$ cat src/rtl/register_file_op.sv
// register_file_op: multi-register bank with an in-place ALU write port, two read ports and carry/zero flags
module register_file_op #(
  parameter int              WIDTH       = 16,
  parameter int              DEPTH       = 4,
  parameter int              ADDR_WIDTH  = 2,
  parameter logic [WIDTH-1:0] RESET_VALUE = '0,
  parameter bit              BYPASS      = 1'b0
) (
  input  logic                  clock,
  input  logic                  input_clear_n,
  input  logic                  input_clock_enable,
  input  logic                  input_flush,
  input  logic                  input_write_enable,
  input  logic [ADDR_WIDTH-1:0] input_write_addr,
  input  logic [2:0]            input_op,
  input  logic [WIDTH-1:0]      input_d,
  input  logic [ADDR_WIDTH-1:0] input_read_addr_a,
  input  logic [ADDR_WIDTH-1:0] input_read_addr_b,
  output logic [WIDTH-1:0]      output_q_a,
  output logic [WIDTH-1:0]      output_q_b,
  output logic                  output_carry,
  output logic                  output_zero
);
  localparam logic [2:0] OP_LOAD = 3'b001, OP_INC = 3'b010, OP_DEC = 3'b011,
                         OP_SHL  = 3'b100, OP_SHR = 3'b101, OP_CLR = 3'b110;
  logic [WIDTH-1:0] regs_q [DEPTH];
  logic [WIDTH-1:0] regs_d [DEPTH];
  logic             carry_q, carry_d, zero_q, zero_d;
  logic [WIDTH-1:0] cur, res;
  logic             res_c, exec;
  assign exec = input_write_enable && (32'(input_write_addr) < DEPTH) &&
                (input_op != 3'b000) && (input_op != 3'b111);
  always_comb begin
    cur = '0;
    for (int i = 0; i < DEPTH; i++)
      if (input_write_addr == ADDR_WIDTH'(i)) cur = regs_q[i];
  end
  always_comb begin
    {res_c, res} = {1'b0, cur};
    case (input_op)
      OP_LOAD: {res_c, res} = {1'b0, input_d};
      OP_INC:  {res_c, res} = {1'b0, cur} + (WIDTH+1)'(1);
      OP_DEC:  {res_c, res} = {1'b0, cur} - (WIDTH+1)'(1);
      OP_SHL:  {res_c, res} = {cur[WIDTH-1], cur[WIDTH-2:0], 1'b0};
      OP_SHR:  {res_c, res} = {cur[0], 1'b0, cur[WIDTH-1:1]};
      OP_CLR:  {res_c, res} = '0;
      default: {res_c, res} = {1'b0, cur};
    endcase
  end
  always_comb begin
    regs_d  = regs_q;
    carry_d = carry_q;
    zero_d  = zero_q;
    if (input_clock_enable && input_flush) begin
      for (int i = 0; i < DEPTH; i++) regs_d[i] = RESET_VALUE;
      carry_d = 1'b0;
      zero_d  = (RESET_VALUE == '0);
    end else if (input_clock_enable && exec) begin
      for (int i = 0; i < DEPTH; i++)
        if (input_write_addr == ADDR_WIDTH'(i)) regs_d[i] = res;
      carry_d = res_c;
      zero_d  = (res == '0);
    end
  end
  // Forwarding reads the next-state array, which already folds in CE, flush and write
  always_comb begin
    output_q_a = '0;
    output_q_b = '0;
    for (int i = 0; i < DEPTH; i++) begin
      if (input_read_addr_a == ADDR_WIDTH'(i)) output_q_a = BYPASS ? regs_d[i] : regs_q[i];
      if (input_read_addr_b == ADDR_WIDTH'(i)) output_q_b = BYPASS ? regs_d[i] : regs_q[i];
    end
  end
  always_ff @(posedge clock or negedge input_clear_n) begin
    if (!input_clear_n) begin
      for (int i = 0; i < DEPTH; i++) regs_q[i] <= RESET_VALUE;
      carry_q <= 1'b0;
      zero_q  <= (RESET_VALUE == '0);
    end else begin
      regs_q  <= regs_d;
      carry_q <= carry_d;
      zero_q  <= zero_d;
    end
  end
  assign output_carry = carry_q;
  assign output_zero  = zero_q;
endmodule
$ cat config.mk
export PLATFORM = sky130hd
export DESIGN_NAME = register_file_op
export DESIGN_NICKNAME = d
export VERILOG_FILES = /design/src/rtl/register_file_op.sv
export SDC_FILE = /design/constraint.sdc
export NUM_CORES = 1
export LEC_CHECK = 0
export CORE_MARGIN = 2
export CORE_UTILIZATION = 59
export CTS_BUF_LIST = sky130_fd_sc_hd__clkbuf_2 sky130_fd_sc_hd__clkbuf_4 sky130_fd_sc_hd__clkbuf_8
export DETAILED_ROUTE_END_ITERATION = 7
export PLACE_DENSITY = 0.92
export SETUP_SLACK_MARGIN = 0.4
export SYNTH_ARGS = -nofsm -noshare
export SYNTH_HDL_FRONTEND = slang
export SYNTH_SLANG_ARGS = --single-unit
export TNS_END_PERCENT = 30
$ cat constraint.sdc
create_clock -name clock -period 4.1 [get_ports clock]
set_input_delay 0.41 -clock clock [delete_from_list [all_inputs] [get_ports clock]]
set_output_delay 0.41 -clock clock [all_outputs]
set_load 0.005 [all_outputs]
Word-level counts from Yosys, hierarchy flattened

Cells that the tools add are included.

Add/sub/neg operators: 2
$mul: 0
Div/mod/pow operators: 0
Magnitude comparators: 0
Equality and inequality tests: 16
Shift operators: 0
Mux-type cells: 24
Bitwise operators: 0
Reduce and logical (&&, ||, !) cells: 18

Operators by type and width:

| kind                                                 | count |
|---|---|
| two-way mux 16 bit                                   | 16 |
| two-way mux 64 bit                                   | 2 |
| case mux 16 bit (6 select lines)                     | 1 |
| adder 16 x 1 -> 17 bit (second input constant)       | 1 |
| subtractor 16 x 1 -> 17 bit (second input constant)  | 1 |
| logical NOT 16 bit                                   | 1 |
| equality test 2 bit (second input constant)          | 6 |
| nonzero test 2 bit                                   | 5 |
| equality test 3 bit (second input constant)          | 3 |
| AND reduction 2 bit                                  | 4 |
| equality test 2 x 1 -> 1 bit (second input constant) | 3 |
| equality test 3 x 2 -> 1 bit (second input constant) | 2 |
| logical NOT 2 bit                                    | 3 |
| logical AND 1 bit                                    | 4 |
| two-way mux 1 bit                                    | 4 |
| case mux 1 bit (4 select lines)                      | 1 |
| equality test 3 x 1 -> 1 bit (second input constant) | 1 |
| != test 3 bit (second input constant)                | 1 |
| nonzero test 3 bit                                   | 1 |

Register bits after elaboration: 66
Latch bits: 0
Memory bits (writable): 0
ROM bits: 0
Input port bits: 30
Output and inout bits: 34
Logic and storage cells: 66
Memories: 0

Longest topological paths before layout

Gate-level depths: netlist of run 1.

Word-level depth: 10
Gate-level depth with buffers: 14
Gate-level depth less buffers: 11

Least setup slack after synthesis of run 1

OpenSTA, ideal clock, no wires.

Path kind: input-to-reg
From: in input_write_addr[0]
To: reg zero_q, in the netlist output_zero
Setup time: 0.091 ns
Arrival time: 3.158 ns
Data required time: 4.009 ns
Setup slack: 0.851 ns
Stages: 14
Path buffers: 3
Cell sequence: buf_6 -> buf_12 -> mux4_2 -> buf_6 -> inv_1 -> ha_1 -> inv_1 -> or4_4 -> nor4_2 -> a21o_1 -> a211oi_1 -> nor4_1 -> nand4b_1 -> o31ai_1

Cells in the longest elaborated chain, start to end: 10
Elaborated cells between the ends (all ways): 14
Those cells by class: add/sub (2); eq/ne (3); mux (7); reduce/logical (2)

RTL lines:

| what                                                                         | RTL line | RTL |
|---|---|---|
| start: declaration                                                           | 14       | `input logic [ADDR_WIDTH-1:0] input_write_addr,` |
| logical NOT 2 bit                                                            | 36       | `if (input_write_addr == ADDR_WIDTH'(i)) cur = regs_q[i];` |
| two-way mux 16 bit (3 in series)                                             | 36       |  |
| two-way mux 16 bit *                                                         | 36       |  |
| subtractor 16 x 1 -> 17 bit / adder 16 x 1 -> 17 bit (equally long branches) | 43, 42   |  |
| case mux 16 bit (6 select lines) *                                           | 40       | `case (input_op)` |
| logical NOT 16 bit *                                                         | 62       | `zero_d = (res == '0);` |
| two-way mux 1 bit *                                                          | 58       | `end else if (input_clock_enable && exec) begin` |
| two-way mux 1 bit *                                                          | 54       | `if (input_clock_enable && input_flush) begin` |
| end signal: assignment                                                       | 78       | `zero_q <= (RESET_VALUE == '0);` |
| end signal: assignment                                                       | 82       | `zero_q <= zero_d;` |
| end: declaration                                                             | 28       | `logic carry_q, carry_d, zero_q, zero_d;` |

Mark *: on every way between the ends. The rest lies on a longest branch, timed or not. The select of a mux whose other input is x is not followed.
A chain may end at the register's enable or synchronous reset.

Worst setup path in the final report of run 1

From: in input_write_addr[1]
To: reg regs_q[38] (netlist name)

Cells in the longest elaborated chain, start to end: 10
Elaborated cells between the ends (all ways): 16
Those cells by class: add/sub (2); eq/ne (3); mux (8); reduce/logical (3)

RTL lines:

| what                                                                         | RTL line | RTL |
|---|---|---|
| logical NOT 2 bit                                                            | 36       |  |
| two-way mux 16 bit (4 in series)                                             | 36       |  |
| subtractor 16 x 1 -> 17 bit / adder 16 x 1 -> 17 bit (equally long branches) | 43, 42   |  |
| case mux 16 bit (6 select lines)                                             | 40       |  |
| two-way mux 16 bit                                                           | 60       | `if (input_write_addr == ADDR_WIDTH'(i)) regs_d[i] = res;` |
| two-way mux 64 bit                                                           | 58       |  |
| two-way mux 64 bit                                                           | 54       |  |
| end signal: assignment                                                       | 80       | `regs_q <= regs_d;` |
| end: declaration                                                             | 26       | `logic [WIDTH-1:0] regs_q [DEPTH];` |

Several ways; a longest one is shown, not always the timed one. The select of a mux whose other input is x is not followed.

==> qor.csv, run 1 <==
stage;metric;value;unit
synthesis;Net Count, Synth;644;
synthesis;FF+latch count, synth;66;
timing;setup TNS;0;ns
cts;Post-CTS Hold Fix Bufs;0;
global_routing;Overflow after GRT;0;
final_layout;commonest non-fill, non-tap cell in the layout;nand2_1;
route;drt via density;7.30;
global_routing;GRT Resource Usage Total;36.5;%
critical_path;critical-path maximum fanout;20;
cts;clock sink count;66;
die;Die Span Y;101;um
final_layout;antenna cell count;0;
route;ANT nets after route;0;
cts;clock latency on the worst-skew pair;0.36;ns
status;outcome;completed;
placement;GPL Wtd Cong;1.01;
die;IO Count;64;
power;internal power;1.28;mW
cts;total CTS buffers;9;
timing;Max Slew Vio Count;0;
power;Power Density;291;nW/um^2
timing;worst slew pin tran;1.16;ns
die;die width;101;um
power;Logic pwr share;29.1;%
power;worst vdd ir;0.000318;V
route;DR pass1 iterations;8;
global_routing;first-pass GRT wire length;28200;um
synthesis;library cells used by synthesis;73;
critical_path;Req. time, crit path;4.36;ns
timing;RSZ-0062 raised after global routing;no;
critical_path;crit path cell chain;clkdlybuf4s50_1, buf_12, mux4_2, nand3_1, buf_4, nor4_1, nor3_1, a211oi_1, nand2_1, a21oi_1;
synthesis;Ys Warns;0;
synthesis;register area share after synthesis;30.1;%
critical_path;CP Data Arrival Time;3.84;ns
die;die footprint;10100;um^2
power;leakage power;2.54;nW
synthesis;Post-synth EDFFs;0;
power;clock share of power;33.3;%
global_routing;largest net degree at the start of global routing;62;
min_path;Worst Hold Class;in -> async;
synthesis;Avg Inst Size Synth;8.99;um^2
final_layout;Final #Nets;688;
critical_path;Largest stage delay, worst path;0.69;ns
global_routing;vias in the first global route;5421;
synthesis;Gate Count Post-Synth;612;
placement;count of input and output buffers;63;
final_layout;most frequent cells in the layout;127 x nand2_1, 71 x a21oi_1, 65 x dfrtp_1, 61 x clkdlybuf4s50_1, 48 x mux4_2;
placement;DP HPWL;12100;um
timing;final hold vios;0;
power;sw frac;31.7;%
timing;min Tclk post-route;3.58;ns
route;initial drt markers;768;
die;row count;35;
die;Starting Density;60.1;%
critical_path;Crit-path slowest cell;a211oi_1;
cts;TritonCTS clock tree;yes;
timing;slew margin rel.;22.9;%
cts;setup bufs post-CTS;0;
synthesis;most used flip-flop cell after synthesis;dfrtp_1;
critical_path;CP Launch Type;input port;
placement;Place WS;0.0846;ns
die;Core Footprint;9150;um^2
job;Max-Cap Viols;0;
route;Vias;5634;
timing;worst clock skew;0.0121;ns
timing;Peak Freq;0.279;GHz
final_layout;area growth from synthesis to layout;17.8;%
cts;root buffer cell;clkbuf_8;
route;final wirelength;18200;um
power;Reg power frac;37.5;%
cts;H-tree depth;3;
synthesis;Synth Cell Area;5500;um^2
synthesis;Synth async-reset ratio;100;%
critical_path;CP Capture Type;flop;
global_routing;initial antenna violation count;0;
cts;Longest Clk Path Bufs;2;
timing;Worst Setup Slack, final;0.515;ns
final_layout;share of layout cells above drive strength 1;19.1;%
critical_path;critical setup path kind;in -> reg;
route;DRC;0;
timing;crit share post-route;87.4;%
route;Routed WL per cell;23.6;um
power;Psw;597;uW
timing;final setup fails;0;
cts;Clk pin slew, worst setup/hold paths;0.08;ns
-- cell usage after synthesis, drive strengths merged, types with 13 or more instances --
cell type  count  share of area, %
nand2        129               8.9
a21oi         71               6.5
dfrtp         65                30
mux4          49                20
nor2          46               3.4
clkbuf        36               2.5
buf           22               2.5
nand3         17               1.5
nor3          16               1.5
nor4          13               2.6
o21ai         13               1.2
-- registers in the layout, summed over array words and instances, names as in the netlist --
name          cells
output_carry      1
output_zero       1
regs_q           64
-- worst max-delay path, delay by kind of cell --
family                 cells  cell delay [ns]
multiplexers               1             0.45
AO/OA/AOI/OAI              2             0.90
AND/OR/NAND/NOR            4             0.89
buffers and inverters      3             1.17
-- per-stage QoR --
step	util, %	instance area (um^2)	hold slack, ns	power [mW]	std cells
after floorplan	-	5500	0.114	1.06	612
after global placement	67.9	6220	0.508	1.22	755
after detailed placement	67.9	6220	0.523	1.24	755
after CTS	70.4	6440	0.144	1.85	771
after global routing	70.8	6480	0.177	1.94	772
final	70.8	6480	0.129	1.88	772
-- power by group through the flow --
stage	sequential, mW	combinational [mW]	clock (mW)
final	0.706	0.548	0.627
after global routing	0.709	0.585	0.651
after CTS	0.704	0.527	0.622
after detailed placement	0.716	0.522	0
after global placement	0.713	0.511	0
after floorplan	0.707	0.353	0
-- path summary, 6_finish.rpt --
check | start | endpoint | slack [ns] | cells after the start
max in group asynchronous | input_clear_n | regs_q[0]$_DFFE_PN0P_ | 3.02 | 2
setup reg to reg | regs_q[48]$_DFFE_PN0P_ | output_zero$_DFFE_PN1P_ | 0.83 | 11
hold / removal | input_clear_n | regs_q[40]$_DFFE_PN0P_ | 0.13 | 1
min in group clock | output_carry$_DFFE_PN0P_ | output_carry$_DFFE_PN0P_ | 0.53 | 1
hold reg to reg | output_carry$_DFFE_PN0P_ | output_carry$_DFFE_PN0P_ | 0.53 | 1
setup / recovery | input_write_addr[1] | regs_q[38]$_DFFE_PN0P_ | 0.52 | 10
-- what timing repair did --
action,CTS,global route
endpoints found under the setup margin,0,6
hold endpoints to repair,0,0
resized for setup,0,5
-- layout make-up --
class                   count  area [um^2]
fillers                   663         2680
clock inverters             5         77.6
inverters                  10         37.5
multi-input cells         478         3540
repair buffers             91          881
flip-flops and latches     66         1650
clock buffers              11          145
well taps                 111          139
-- logic make-up after synthesis --
family | share of synthesized area, %
muxes | 21.1
xor gates and xnor gates | 1.75
buffers and inverters | 5.69
and+or+nand+nor | 22.8
DFF | 30.1
AOI/OAI and AO/OA | 18.1
adders and majority gates | 0.455
-- layer usage --
layer  vias up  routed length (um)  GRT usage (%)
met5         -                   0              0
met3        94                2280           8.32
met2       495                8540           57.4
met1      2696                6650           49.3
met4         0                 771           15.6
li1       2349                   -              -
(Power assumes the default switching activity.)
==> inputs of run 2 (changes only) <==
--- a/config.mk
+++ b/config.mk
@@ -9,8 +9,9 @@
 export CORE_UTILIZATION = 59
 export CTS_BUF_LIST = sky130_fd_sc_hd__clkbuf_2 sky130_fd_sc_hd__clkbuf_4 sky130_fd_sc_hd__clkbuf_8
 export DETAILED_ROUTE_END_ITERATION = 7
-export PLACE_DENSITY = 0.92
+export PLACE_DENSITY = 0.83
 export SETUP_SLACK_MARGIN = 0.4
+export SLEW_MARGIN = 30
 export SYNTH_ARGS = -nofsm -noshare
 export SYNTH_HDL_FRONTEND = slang
 export SYNTH_SLANG_ARGS = --single-unit
==> run 2 against run 1 <==
  * Sequential share of layout area increased by 0.22 points
  * Combinational power decreased by 2%
  * Final area decreased by 0.87%
  * Register-to-register slack improved by 0.03 ns
==> qor.csv, run 2 (synthesis results as in run 1) <==
stage;metric;value;unit
cts;setup bufs post-CTS;0;
die;Starting Density;60.1;%
cts;TritonCTS clock tree;yes;
placement;placed cell area;6240;um^2
timing;worst clock skew;0.0119;ns
critical_path;Critical Path Most Common Cell;buf_4;
job;Max-Cap Viols;0;
timing;final hold vios;0;
global_routing;initial antenna violation count;0;
final_layout;most frequent cells in the layout;127 x nand2_1, 71 x a21oi_1, 65 x dfrtp_1, 60 x clkdlybuf4s50_1, 47 x mux4_2;
critical_path;Req. time, crit path;4.35;ns
global_routing;vias in the first global route;5312;
cts;Resized Gates After CTS;0;
timing;worst slew pin tran;0.941;ns
status;outcome;completed;
placement;DP HPWL;12300;um
route;ANT nets after route;0;
placement;Place WS;0.0627;ns
power;worst vdd ir;0.000201;V
critical_path;crit path cell chain;clkdlybuf4s50_1, buf_4, mux4_2, buf_4, nand4_2, nor3_1, a21oi_1, a221o_1, o21ai_0, or3b_1, o31ai_1;
placement;count of input and output buffers;63;
die;row count;35;
route;DRC;0;
placement;GPL Wtd Cong;0.938;
final_layout;area growth from synthesis to layout;16.7;%
final_layout;Finished Cell Area;6420;um^2
critical_path;CP Launch Type;input port;
timing;Peak Freq;0.282;GHz
route;Vias;5344;
final_layout;commonest non-fill, non-tap cell in the layout;nand2_1;
critical_path;critical path buffer and inverter count;3;
final_layout;most flop-heavy register;regs_q;
timing;RSZ-0062 raised after global routing;no;
min_path;Worst Hold Class;in -> async;
global_routing;GRT Resource Usage Total;36.2;%
die;die footprint;10100;um^2
cts;Longest Clk Path Bufs;2;
timing;setup TNS;0;ns
global_routing;first-pass GRT wire length;27900;um
die;Die Span Y;101;um
cts;clock sink count;66;
final_layout;max reg flops;64;
route;final wirelength;17400;um
timing;Max Slew Vio Count;0;
die;IO Count;64;
timing;final setup fails;0;
cts;total CTS buffers;9;
critical_path;Crit-path slowest cell;clkdlybuf4s50_1;
cts;clock latency on the worst-skew pair;0.34;ns
global_routing;Overflow after GRT;0;
timing;Worst Setup Slack, final;0.556;ns
route;DR pass1 iterations;5;
cts;Post-CTS Hold Fix Bufs;0;
die;Core Footprint;9150;um^2
route;drt via density;6.90;
final_layout;antenna cell count;0;
critical_path;CP Capture Type;flop;
power;Power Density;271;nW/um^2
route;initial drt markers;525;
timing;crit share post-route;86.4;%
cts;H-tree depth;3;
timing;min Tclk post-route;3.54;ns
cts;root buffer cell;clkbuf_8;
power;leakage power;2.54;nW
critical_path;critical-path maximum fanout;10;
timing;slew margin rel.;37.1;%
critical_path;Largest stage delay, worst path;0.70;ns
final_layout;Final #Nets;692;
critical_path;critical setup path kind;in -> reg;
global_routing;largest net degree at the start of global routing;62;
critical_path;CP Data Arrival Time;3.79;ns
die;die width;101;um
route;Routed WL per cell;22.5;um
critical_path;CP delay by family, top;buffers and inverters;
final_layout;share of layout cells above drive strength 1;19.3;%
cts;Clk pin slew, worst setup/hold paths;0.08;ns
==> run 2: path summary, 6_finish.rpt <==
path                                             start                       to  slack, ns  cells after the start
worst max-delay path               input_write_addr[1]  output_zero$_DFFE_PN1P_       0.56                     11
worst min-delay path                     input_clear_n    regs_q[0]$_DFFE_PN0P_       0.15                      1
worst max register to register  regs_q[32]$_DFFE_PN0P_  output_zero$_DFFE_PN1P_       0.86                     11
worst min register to register  regs_q[41]$_DFFE_PN0P_   regs_q[41]$_DFFE_PN0P_       0.56                      2
max in group asynchronous                input_clear_n   regs_q[62]$_DFFE_PN0P_       3.02                      2
min in group clock              regs_q[41]$_DFFE_PN0P_   regs_q[41]$_DFFE_PN0P_       0.56                      2
==> run 2: layout make-up <==
class	count	area [um^2]
clock buffers	12	159
clock inverters	3	15.0
fillers	692	2730
inverters	10	37.5
multi-input cells	478	3540
flip-flops and latches	66	1650
well taps	111	139
repair buffers	95	876
==> run 2: stage by stage <==
step | cells | util, % | total power, mW | hold WS [ns]
2_1_floorplan | 612 | - | 1.06 | 0.114
3_3_place_gp | 760 | 68.2 | 1.23 | 0.518
3_5_place_dp | 760 | 68.2 | 1.25 | 0.540
4_1_cts | 775 | 70.1 | 1.74 | 0.165
5_1_grt | 775 | 70.1 | 1.82 | 0.213
6_report | 775 | 70.1 | 1.74 | 0.151
==> run 2: layer usage <==
metal / GRT usage, % / routed length, um / vias to the layer above
li1: - / - / 2362
met5: 0 / 0 / -
met3: 7.63 / 1700 / 50
met2: 58.7 / 8600 / 343
met4: 14.9 / 488 / 0
met1: 47.8 / 6650 / 2589
==> run 2: worst reg2reg max path, delay by kind of cell, from the launching register on <==
kind	cells	cell delay (ns)
AND/OR/NAND/NOR	4	1.21
multiplexers	1	0.56
AO/OA/AOI/OAI	3	0.53
flip-flops	1	0.42
buffers and inverters	2	0.24
adder cells (fa/ha/maj)	1	0.18
==> run 2: power breakdown <==
group	switching [mW]	total [mW]	leakage [nW]	internal [mW]
Combinational	0.296	0.539	1.54	0.243
Sequential	0.0274	0.706	0.910	0.678
Clock	0.243	0.496	0.0954	0.253
==> inputs of run 3 (changes only) <==
==> constraint.sdc (replaced) <==
create_clock -name clock -period 4.1 [get_ports clock]
set_input_delay 0.615 -clock clock [delete_from_list [all_inputs] [get_ports clock]]
set_output_delay 0.615 -clock clock [all_outputs]
set_load 0.005 [all_outputs]
==> run 3 against run 2 <==
  * Cell count up 1.7%
  * Critical path depth up 2
  * Sequential share of layout area down 0.60 points
  * Via count up 3.5%
  * Register-to-register slack about the same
  * Clock skew down 0.0052 ns
  * Utilization up 1.7 points
  * Non-clock buffer count up 12
  * Maximum frequency up 6.2%
  * Worst setup slack better by 0.21 ns
  * Largest cell class unchanged
  * Largest power group unchanged
==> qor.csv, run 3 (synthesis results as in run 1) <==
stage;metric;value;unit
status;outcome;completed;
route;DRC;0;
timing;RSZ-0062 raised after global routing;no;
timing;Max Slew Vio Count;0;
placement;GPL Wtd Cong;1.10;
critical_path;Req. time, crit path;4.36;ns
cts;root buffer cell;clkbuf_8;
die;Die Span Y;101;um
final_layout;utilization after layout;71.8;%
power;Power Density;271;nW/um^2
route;initial drt markers;582;
placement;DP HPWL;12500;um
global_routing;first-pass GRT wire length;28300;um
final_layout;most frequent cells in the layout;127 x nand2_1, 71 x a21oi_1, 65 x dfrtp_1, 60 x clkdlybuf4s50_1, 48 x mux4_2;
cts;H-tree depth;3;
global_routing;initial antenna violation count;0;
critical_path;CP Capture Type;flop;
final_layout;antenna cell count;0;
final_layout;Fillers;684;
timing;worst slew pin tran;0.930;ns
timing;min Tclk post-route;3.34;ns
die;Core Footprint;9150;um^2
critical_path;critical setup path kind;in -> reg;
final_layout;most flop-heavy register;regs_q;
die;row count;35;
power;Pwr Total;1.78;mW
route;Routed WL per cell;22.8;um
critical_path;critical-path maximum fanout;3;
route;drt via density;7.02;
final_layout;share of layout cells above drive strength 1;21.4;%
power;worst vdd ir;0.000249;V
die;IO Count;64;
critical_path;CP Data Arrival Time;3.60;ns
cts;Longest Clk Path Bufs;2;
timing;crit share post-route;81.4;%
cts;Post-CTS Hold Fix Bufs;0;
timing;final hold vios;0;
power;leakage power;2.63;nW
route;Vias;5533;
placement;count of input and output buffers;63;
cts;Clk pin slew, worst setup/hold paths;0.07;ns
global_routing;largest net degree at the start of global routing;62;
final_layout;commonest non-fill, non-tap cell in the layout;nand2_1;
global_routing;Overflow after GRT;0;
die;die footprint;10100;um^2
cts;total CTS buffers;9;
final_layout;area growth from synthesis to layout;19.5;%
timing;slew margin rel.;37.8;%
global_routing;GRT Resource Usage Total;36.8;%
min_path;Worst Hold Class;in -> async;
route;ANT nets after route;0;
timing;final setup fails;0;
timing;minimum hold slack;0.342;ns
cts;clock latency on the worst-skew pair;0.35;ns
final_layout;Final #Nets;704;
route;DR pass1 iterations;5;
die;Starting Density;60.1;%
timing;worst clock skew;0.00674;ns
placement;placed cell area;6330;um^2
final_layout;max reg flops;64;
route;final wirelength;18000;um
job;Max-Cap Viols;0;
cts;TritonCTS clock tree;yes;
final_layout;Finished Cell Area;6570;um^2
timing;Peak Freq;0.300;GHz
die;die width;101;um
critical_path;CP Launch Type;input port;
cts;clock sink count;66;
global_routing;vias in the first global route;5410;
[run 3: changes by cell type in the layout (fill, tap and decap cells not counted), moves of 2 or more]
cell,change
clkbuf_4,+2
a211oi_1,-2
buf_4,+11
nor4_4,+2
a211oi_2,+2
[run 3: cell type report]
class                      count  area, um^2  area share [%]
clock buffer                  13         160            2.44
clock inverter                 3        15.0           0.228
inverter                      10        37.5           0.571
multi-input combinational    478        3580            54.5
sequential                    66        1650            25.1
tap                          111         139            2.11
timing repair buffer         107         986            15.0
[run 3: final timing paths]
check                                     endpoint  slack (ns)  cells after the start                    from
setup / recovery           output_zero$_DFFE_PN1P_        0.76                     13     input_write_addr[0]
hold / removal               regs_q[3]$_DFFE_PN0P_        0.34                      1           input_clear_n
setup reg to reg           output_zero$_DFFE_PN1P_        0.87                     11  regs_q[32]$_DFFE_PN0P_
hold reg to reg              regs_q[9]$_DFFE_PN0P_        0.56                      2   regs_q[9]$_DFFE_PN0P_
max in group asynchronous  output_zero$_DFFE_PN1P_        2.81                      2           input_clear_n
min in group clock           regs_q[9]$_DFFE_PN0P_        0.56                      2   regs_q[9]$_DFFE_PN0P_
[run 3: critical path, stage by stage]
cell and delay, ns:
dlymetal6s2s_1 0.14, buf_4 0.16, mux4_2 0.51, inv_1 0.08
ha_1 0.17, inv_1 0.10, or4_4 0.59, nor4_4 0.28
a21o_1 0.17, a211oi_2 0.12, nor4_2 0.27, nand4b_1 0.15
o31ai_1 0.24
[run 3: power by group]
| group | switching [mW] | leakage, nW | internal [mW] | total [mW] |
|---|---|---|---|---|
| registers | 0.0289 | 0.910 | 0.678 | 0.707 |
| clock network | 0.246 | 0.0974 | 0.253 | 0.499 |
| logic | 0.312 | 1.62 | 0.265 | 0.577 |
[run 3: per-layer routing]
layer	global-route usage [%]	vias up	routed length [um]
met5	0	-	0
met4	15.8	0	637
met3	6.52	67	2000
met2	59.6	403	8640
met1	49.3	2673	6700
li1	-	2390	-
[run 3: timing repair]
| item | in CTS | in global routing |
|---|---|---|
| gates resized for setup | 1 | 10 |
| endpoints found under the hold margin | 0 | 0 |
| endpoints found under the setup margin | 5 | 7 |
| pin swaps | 0 | 4 |
| buffers inserted | 0 | 2 |
[run 3: per-stage QoR]
stage	worst slack (ns)	cells	setup TNS [ns]
after floorplan	0.646	612	0
after global routing	0.692	788	0
after CTS	0.239	786	0
after global placement	-0.0745	770	-0.280
after detailed placement	-0.144	770	-0.563
final	0.762	788	0
